### config.mk
export PLATFORM = sky130hd
export DESIGN_NAME = if_stage
export DESIGN_NICKNAME = d
export VERILOG_FILES = /design/src/rtl/if_pkg.sv /design/src/rtl/if_id_reg.sv /design/src/rtl/if_stage.sv
export SDC_FILE = /design/constraint.sdc
export NUM_CORES = 1
export LEC_CHECK = 0
export CORE_UTILIZATION = 35
export CTS_CLUSTER_DIAMETER = 60
export CTS_CLUSTER_SIZE = 14
export DETAILED_ROUTE_END_ITERATION = 6
export HOLD_SLACK_MARGIN = 0.03
export PLACE_DENSITY = 0.65
export REMOVE_ABC_BUFFERS = 1
export SLEW_MARGIN = 10
export SYNTH_ARGS = -nofsm -noshare
export SYNTH_HDL_FRONTEND = slang
export SYNTH_SLANG_ARGS = --single-unit
export TNS_END_PERCENT = 30
### constraint.sdc
create_clock -name clk -period 1.6 [get_ports clk]
set_input_delay 0.24 -clock clk [delete_from_list [all_inputs] [get_ports clk]]
set_output_delay 0.24 -clock clk [all_outputs]
set_load 0.005 [all_outputs]
### src/rtl/if_pkg.sv
// Shared types and constants for the instruction-fetch stage and its IF/ID register.
package if_pkg;

  localparam logic [31:0] RESET_PC  = 32'h0000_0000;
  localparam logic [31:0] NOP_INSTR = 32'h0000_0013;

  typedef enum logic [1:0] {
    FETCH   = 2'd0,
    HOLD    = 2'd1,
    DISCARD = 2'd2
  } if_state_e;

  // Instruction addresses are word aligned; low bits of any target are dropped.
  function automatic logic [31:0] align_pc(input logic [31:0] addr);
    return addr & ~32'd3;
  endfunction

endpackage

### src/rtl/if_id_reg.sv
// IF/ID pipeline register: holds {instruction, PC} for ID, with enable and flush-to-NOP.
module if_id_reg
  import if_pkg::*;
(
  input  logic        clk,
  input  logic        reset,
  input  logic        i_en,
  input  logic        i_flush,
  input  logic [31:0] i_instr,
  input  logic [31:0] i_pc,
  output logic [31:0] o_instr,
  output logic [31:0] o_pc
);

  logic [63:0] r_ifid;

  // A flush only takes effect when the stage is allowed to advance.
  always_ff @(posedge clk) begin
    if (reset) begin
      r_ifid <= {NOP_INSTR, 32'd0};
    end else if (i_en) begin
      if (i_flush) begin
        r_ifid <= {NOP_INSTR, 32'd0};
      end else begin
        r_ifid <= {i_instr, i_pc};
      end
    end
  end

  assign o_instr = r_ifid[63:32];
  assign o_pc    = r_ifid[31:0];

endmodule

### src/rtl/if_stage.sv
// Instruction-fetch stage: owns the PC, talks to instruction memory over req/ready,
// and feeds ID through the IF/ID register, honouring stalls and redirects.
module if_stage
  import if_pkg::*;
#(
  parameter logic [31:0] P_RESET_PC = RESET_PC
) (
  input  logic        clk,
  input  logic        reset,
  input  logic        IFWrite,
  input  logic        Branch,
  input  logic        Jump,
  input  logic [31:0] JumpAddr,
  output logic        imem_req,
  output logic [31:0] imem_addr,
  input  logic        imem_ready,
  input  logic [31:0] imem_rdata,
  output logic [31:0] Instruction_id,
  output logic [31:0] PC_id
);

  if_state_e   r_state;
  logic [31:0] r_pc;
  logic [31:0] r_tgt;
  logic [31:0] r_buf_instr;
  logic [31:0] r_buf_pc;
  logic        r_req;

  logic        w_redirect;
  logic        w_accept;
  logic [31:0] w_jump_pc;
  logic [31:0] w_pc_inc;
  logic        w_have;
  logic [31:0] w_id_instr;
  logic [31:0] w_id_pc;
  logic        w_id_flush;

  // Branch/Jump from a stalled ID are ignored; ID re-evaluates them next cycle.
  assign w_redirect = (Branch | Jump) & IFWrite;
  assign w_accept   = imem_ready & r_req;
  assign w_jump_pc  = align_pc(JumpAddr);
  assign w_pc_inc   = r_pc + 32'd4;

  // An instruction is available to ID from a fresh response or from the hold buffer.
  always_comb begin
    w_have     = 1'b0;
    w_id_instr = imem_rdata;
    w_id_pc    = r_pc;
    case (r_state)
      FETCH: begin
        w_have = w_accept;
      end
      HOLD: begin
        w_have     = 1'b1;
        w_id_instr = r_buf_instr;
        w_id_pc    = r_buf_pc;
      end
      default: begin
        w_have = 1'b0;
      end
    endcase
  end

  assign w_id_flush = ~w_have | w_redirect;

  always_ff @(posedge clk) begin
    if (reset) begin
      r_state     <= FETCH;
      r_pc        <= P_RESET_PC;
      r_tgt       <= 32'd0;
      r_buf_instr <= 32'd0;
      r_buf_pc    <= 32'd0;
      r_req       <= 1'b0;
    end else begin
      case (r_state)
        FETCH: begin
          r_req <= 1'b1;
          if (w_accept) begin
            if (w_redirect) begin
              r_pc <= w_jump_pc;
            end else if (IFWrite) begin
              r_pc <= w_pc_inc;
            end else begin
              r_buf_instr <= imem_rdata;
              r_buf_pc    <= r_pc;
              r_state     <= HOLD;
              r_req       <= 1'b0;
            end
          end else if (w_redirect) begin
            r_tgt   <= w_jump_pc;
            r_state <= DISCARD;
          end
        end
        HOLD: begin
          if (w_redirect) begin
            r_pc    <= w_jump_pc;
            r_state <= FETCH;
            r_req   <= 1'b1;
          end else if (IFWrite) begin
            r_pc    <= w_pc_inc;
            r_state <= FETCH;
            r_req   <= 1'b1;
          end
        end
        DISCARD: begin
          // The outstanding request must complete at its original address before retargeting.
          if (w_accept) begin
            r_pc    <= w_redirect ? w_jump_pc : r_tgt;
            r_state <= FETCH;
          end else if (w_redirect) begin
            r_tgt <= w_jump_pc;
          end
        end
        default: begin
          r_state <= FETCH;
          r_req   <= 1'b1;
        end
      endcase
    end
  end

  assign imem_req  = r_req;
  assign imem_addr = r_pc;

  if_id_reg u_if_id_reg (
    .clk     (clk),
    .reset   (reset),
    .i_en    (IFWrite),
    .i_flush (w_id_flush),
    .i_instr (w_id_instr),
    .i_pc    (w_id_pc),
    .o_instr (Instruction_id),
    .o_pc    (PC_id)
  );

endmodule
==> impl_metrics.ini <==
[finish]
antenna-diode-count = 0
post-route-util_pct = 53.47
post_route_cell_area_um2 = 12660
syn2layout_area_growth_pct = 48.17
post_layout_instance_count_excluding_filler_cells = 1674
commonest_cells_after_routing_fill_and_taps_aside = 230 x sky130_fd_sc_hd__nand2_1, 185 x sky130_fd_sc_hd__a21oi_1, 168 x sky130_fd_sc_hd__dfxtp_1
layout.cells.most_common = sky130_fd_sc_hd__nand2_1
fraction_of_layout_cells_with_a_size_suffix_above_1_pct = 20.07
layout.nets = 1413

[clock_tree]
cts-root-to-sink-buffers = 2
tritoncts.num_buffers = 17
cts.clk_slew.worst_paths_ps = 70
cts-htree-levels = 4
clk-insertion-delay-late_ps = 430
clk_root_buf = sky130_fd_sc_hd__clkbuf_16
number_of_sinks_handled_by_clock_tree_synthesis = 195
tritoncts = done
cts_hold_buf = 0

[drt]
average_detailed_routed_wire_length_per_instance_um = 16.57
antenna_violating_nets_post_route = 0
detailedRoute.firstIterationViolations = 546
drc = 0
via_per_inst = 5.189
drt_pass_1_iters = 5
number_of_vias_after_detailed_routing = 8686
postRouteWirelength_um = 27740

[global_routing]
antenna_found_initial = 0
track_usage_pct = 21.07
total_congestion_overflow = 0
grt_pass1_wl_um = 41490
grt_pass1_vias = 8053
pin_count_of_the_biggest_net_entering_global_routing = 91

[pwr]
switching_share_pct = 26.91
p_leak_nw = 5.011
seq_power_share_pct = 46.3
power.ir.vdd_worst_uv = 496.7
clkPwrFrac_pct = 39.0
power_frac_comb_pct = 14.7
internal_power_mw = 8.018
total_switching_power_mw = 2.952
power_per_cell_area_nw_per_um2 = 866.4

[sta]
maxSlewHeadroom_pct = 70.27
period_minus_ws_final_ps = 1740
rsz_0062_raised_after_global_routing = yes
finalHoldWorstSlack_ps = 208.3
final_max_slew_viol_count = 0
final-hold-violation-count = 0
pin_slew_with_the_least_headroom_to_its_limit_ps = 445.9
fmaxAchievable_ghz = 0.5747
setup_violations = 46
fin_worst_skew_ps = 14.93
layout_worst_path_cycle_share_pct = 108.7
finalWorstSetupSlack_ps = -139.9

[worst_setup_path]
worstSetupStartpointType = flop
worstPathArrival_ps = 2080
required_ps = 1940
timing.critical_path.fanout_max = 4
critical_path.endpoint_type = flop
critPathKind = flop to flop

[floorplan]
design.core.area_um2 = 23680
floorplan.die.height_um = 158.3
floorplan.io_pins = 167
num_rows = 56
initial_utilization_pct = 36.08
dieWidth_um = 158.3
fp.dieArea_um2 = 25040

[place]
dp_hpwl_um = 17610
placed_cell_area_um2 = 11220
io_buffer_count = 164
final_gp_congestion = 0.8685
place_inst = 1606

[synth]
ys_ff_latch = 195
synth.lib_cells_used.distinct = 59
synth-edff-count = 0
synth-seq-area-share_pct = 45.68
postSynthAreaPerCell_um2 = 7.790
post_synth_instance_area_um2 = 8546
synth-main-ff-cell = sky130_fd_sc_hd__dfxtp_1
synth_async_sr_flop_share_pct = 0
yosys_warnings = 0
netlist_instances = 1097

[min_path]
min-delay-path-class = primary input to flop

[run_status]
run_status = finished with violations
violations = setup timing

[flow_run]
drv.max_cap_violation_count = 0
[per-stage QoR]
stage                     total power [mW]  setup WS (ps)  setup TNS, ps
after detailed placement             6.608         -516.4         -73250
after global placement               6.586         -467.5         -65220
final                                10.97         -139.9          -1265
after CTS                            10.92         -94.48         -556.7
after floorplan                      5.732          -1858        -238920
after global routing                 11.42         -294.0          -5626
[layer usage]
layer,part of all wire [%],global-route usage (%),up-vias
li1,-,-,4285
met1,47,27.79,4148
met2,47,35.17,234
met3,5.0,3.266,19
met4,1.4,6.639,0
met5,0,0,-
[power groups by stage]
stage	registers [mW]	clock network (mW)	logic [mW]
3_3_place_gp	5.17	0	1.41
3_5_place_dp	5.18	0	1.43
2_1_floorplan	5.21	0	0.520
4_1_cts	5.07	4.38	1.46
6_report	5.08	4.28	1.61
5_1_grt	5.09	4.58	1.74
[final timing paths]
check                  end          start  slack (ps)  depth (start not counted)
max          imem_addr[31]  imem_addr[24]        -140                          5
min          imem_addr[24]          reset         210                          4
max reg2reg  imem_addr[31]  imem_addr[24]        -140                          5
min reg2reg   r_buf_pc[22]   r_buf_pc[22]         450                          2
[layout make-up]
| class | count | area, µm² |
|---|---|---|
| Sequential cell | 195 | 3950 |
| Timing Repair Buffer | 312 | 3138 |
| Fill cell | 2236 | 11020 |
| Inverter | 9 | 33.78 |
| Multi-Input combinational cell | 807 | 4563 |
| Tap cell | 319 | 399.1 |
| Clock inverter | 12 | 121.4 |
| Clock buffer | 20 | 456.7 |
[kinds of logic after synthesis]
kind of cell | Yosys count | share of synthesized area [%]
flip-flops | 195 | 45.68
multiplexers | 64 | 7.540
AND/OR/NAND/NOR | 466 | 23.25
buffers and inverters | 95 | 4.919
adder cells (fa/ha/maj) | 1 | 0.1464
AO/OA/AOI/OAI | 276 | 18.46
[sequential cells by signal (all words and copies together) (netlist names)]
signal	count
imem_addr	32
imem_req	1
r_buf_instr	32
r_buf_pc	32
r_state	2
r_tgt	32
u_if_id_reg.r_ifid	64
[worst max-delay path, cell delays in order, from the launching register on]
cell and delay, ps:
sky130_fd_sc_hd__dfxtp_1 340, sky130_fd_sc_hd__and4_4 220, sky130_fd_sc_hd__and3_4 180, sky130_fd_sc_hd__nand4_1 170
sky130_fd_sc_hd__or4_1 580, sky130_fd_sc_hd__o211ai_1 170
[synthesized netlist by cell type, types with 4 or more instances]
library cell,count,area (µm²)
sky130_fd_sc_hd__mux2i_1,61,610.6
sky130_fd_sc_hd__o21ai_0,17,85.08
sky130_fd_sc_hd__or4_1,9,67.56
sky130_fd_sc_hd__a21oi_1,187,935.9
sky130_fd_sc_hd__inv_1,8,30.03
sky130_fd_sc_hd__nand2_1,235,882.1
sky130_fd_sc_hd__clkbuf_1,59,221.5
sky130_fd_sc_hd__a211oi_1,6,45.04
sky130_fd_sc_hd__a31oi_1,10,62.56
sky130_fd_sc_hd__nand4_1,9,56.30
sky130_fd_sc_hd__o211ai_1,21,157.7
sky130_fd_sc_hd__buf_2,16,80.08
sky130_fd_sc_hd__and3_1,7,43.79
sky130_fd_sc_hd__nand3_1,39,195.2
sky130_fd_sc_hd__buf_1,6,22.52
sky130_fd_sc_hd__nor3_1,4,20.02
sky130_fd_sc_hd__dfxtp_1,195,3904
sky130_fd_sc_hd__nor2_1,140,525.5
sky130_fd_sc_hd__o22ai_1,6,37.54
[timing repair]
item / 4_1_cts / 5_1_grt
resized for setup: 106 / 66
setup endpoints to repair: 186 / 174
setup buffers: 14 / 16
cloned: 0 / 6
pin swaps: 25 / 26
No activity file was read; power rests on OpenSTA's default activity.
==> variant, RTL diff (same flow settings) <==
Re-encode `if_state_e` (3 states) as one-hot, 3 bits wide.
--- a/src/rtl/if_pkg.sv
+++ b/src/rtl/if_pkg.sv
@@ -4,10 +4,10 @@
   localparam logic [31:0] RESET_PC  = 32'h0000_0000;
   localparam logic [31:0] NOP_INSTR = 32'h0000_0013;
 
-  typedef enum logic [1:0] {
-    FETCH   = 2'd0,
-    HOLD    = 2'd1,
-    DISCARD = 2'd2
+  typedef enum logic [2:0] {
+    FETCH   = 3'b001,
+    HOLD    = 3'b010,
+    DISCARD = 3'b100
   } if_state_e;
 
   // Instruction addresses are word aligned; low bits of any target are dropped.
Function: no difference found for any inputs over 4 cycles, from zero or initial values and one cycle with reset high; so few cycles prove little.
==> variant against the unedited design <==
  * The run still ends with negative setup slack left
  * Area after synthesis is 2.5% higher
  * Cell area grew 7.2%
  * Sequential cell count rose by 1
  * Via count grew 0.73%
  * Worst setup slack got worse by 110 ps
  * Power grew 3.4%
  * Fmax fell by 5.8%
  * Wire length grew 6.6%
  * Non-clock buffer count is 23 higher
  * Sequential share of layout area down 2.0 points
  * Critical endpoint is now r_buf_instr[15]
  * Highest routed layer unchanged
==> variant: results (changes against the unedited design) <==
[status]
status=finished, violations left
violations=negative setup slack

[logic_synthesis]
synth_xor_area_share_pct=0.100  ; +0.10 points
synthTopCellsByArea=dfxtp_1 45%, nand2_1 9.1%, a21oi_1 7.5%, mux2i_1 6.2%, a2bb2oi_1 5.8%
synth_mux_area_share_pct=6.68  ; -0.86 points
synth_compound_area_share_pct=22.5  ; +4.1 points
syn_inst=1053  ; -4.0%
synthTopCellsByCount=213 x nand2_1, 196 x dfxtp_1, 132 x a21oi_1, 93 x nor2_1, 58 x a2bb2oi_1
yosys.area_share.adder_pct=0.143  ; -0.0036 points

[placed_design]
placed_cell_area_mm2=0.0117  ; +3.9%
dp_hpwl_mm=18.5  ; +4.8%
gp_congestion=0.872  ; +0.37%

[grt]
grtUsageTotal_pct=21.4  ; +0.33 points
grt_pass1_wl_mm=43.6  ; +5.2%
grt_max_degree=61  ; -33%
grt.met2_usage_pct=35.1  ; -0.072 points
grt_use_met3_pct=3.82  ; +0.55 points
grt.met1_usage_pct=28.1  ; +0.34 points

[detailed_routing]
dr_wl_met3_mm=1.52  ; +9.8%
drtIter0Drc=619  ; +13%
routed_wl_mm=29.6  ; +6.6%
met2_length_mm=14.3  ; +9.5%
vias_per_cell=5.27  ; +1.6%

[worst_setup_path]
r2r_cells=7  ; +2
endpoint=r_buf_instr[15]
worstPathMaxFanout=7  ; +3
cp-startpoint=r_state[1]
arrival_ps=2160  ; +80 ps

[sta]
setup_slack_ps=-248  ; -108 ps
finalSetupViolCount=160  ; +250%
hold-worst-slack_ps=124  ; -84.0 ps
tightest_slew_ps=349  ; -97.1 ps

[clocking]
cts_resized=139  ; +31%

[min_path]
min_path_cells=2  ; -2
min_to=imem_addr[9]

[power]
switching_share_pct=25.8  ; -1.1 points
peakVddDrop_mv=0.536  ; +7.9%
pwr-share-clk_pct=39.1  ; about the same
p_comb_share_pct=15.9  ; +1.2 points
leakagePower_nw=5.24  ; +4.5%

[cells_and_area]
fill_cells=2154  ; -3.7%
fin_cells=1659  ; -0.90%
drive_above_1_share_pct=29.4  ; +9.4 points
nets=1393  ; -1.4%

variant: worst max-delay path, cell delays in order (launching register included):
cell	delay, ps
dfxtp_2	340
buf_6	120
nand4b_1	260
buf_4	230
or3_4	430
clkbuf_16	220
nand2_2	80
a21oi_2	50
variant: through the flow:
step / util, % / power (mW) / TNS, ps / setup WS, ps
floorplan: - / 5.78 / -262170 / -2810
global placement: 47.7 / 6.64 / -59580 / -425
detailed placement: 47.7 / 6.65 / -63280 / -454
CTS: 52.2 / 11.2 / -16080 / -207
global route: 55.5 / 11.8 / -39620 / -319
finish: 55.5 / 11.3 / -27280 / -248
variant: area by class of cell:
type                    count  area (µm²)  share of cell area [%]
well taps                 324         405                    2.99
clock inverters            11         149                    1.10
repair buffers            335        3450                    25.4
inverters                   9        33.8                   0.249
clock buffers              21         450                    3.32
multi-input cells         763        5120                    37.7
flip-flops and latches    196        3970                    29.2
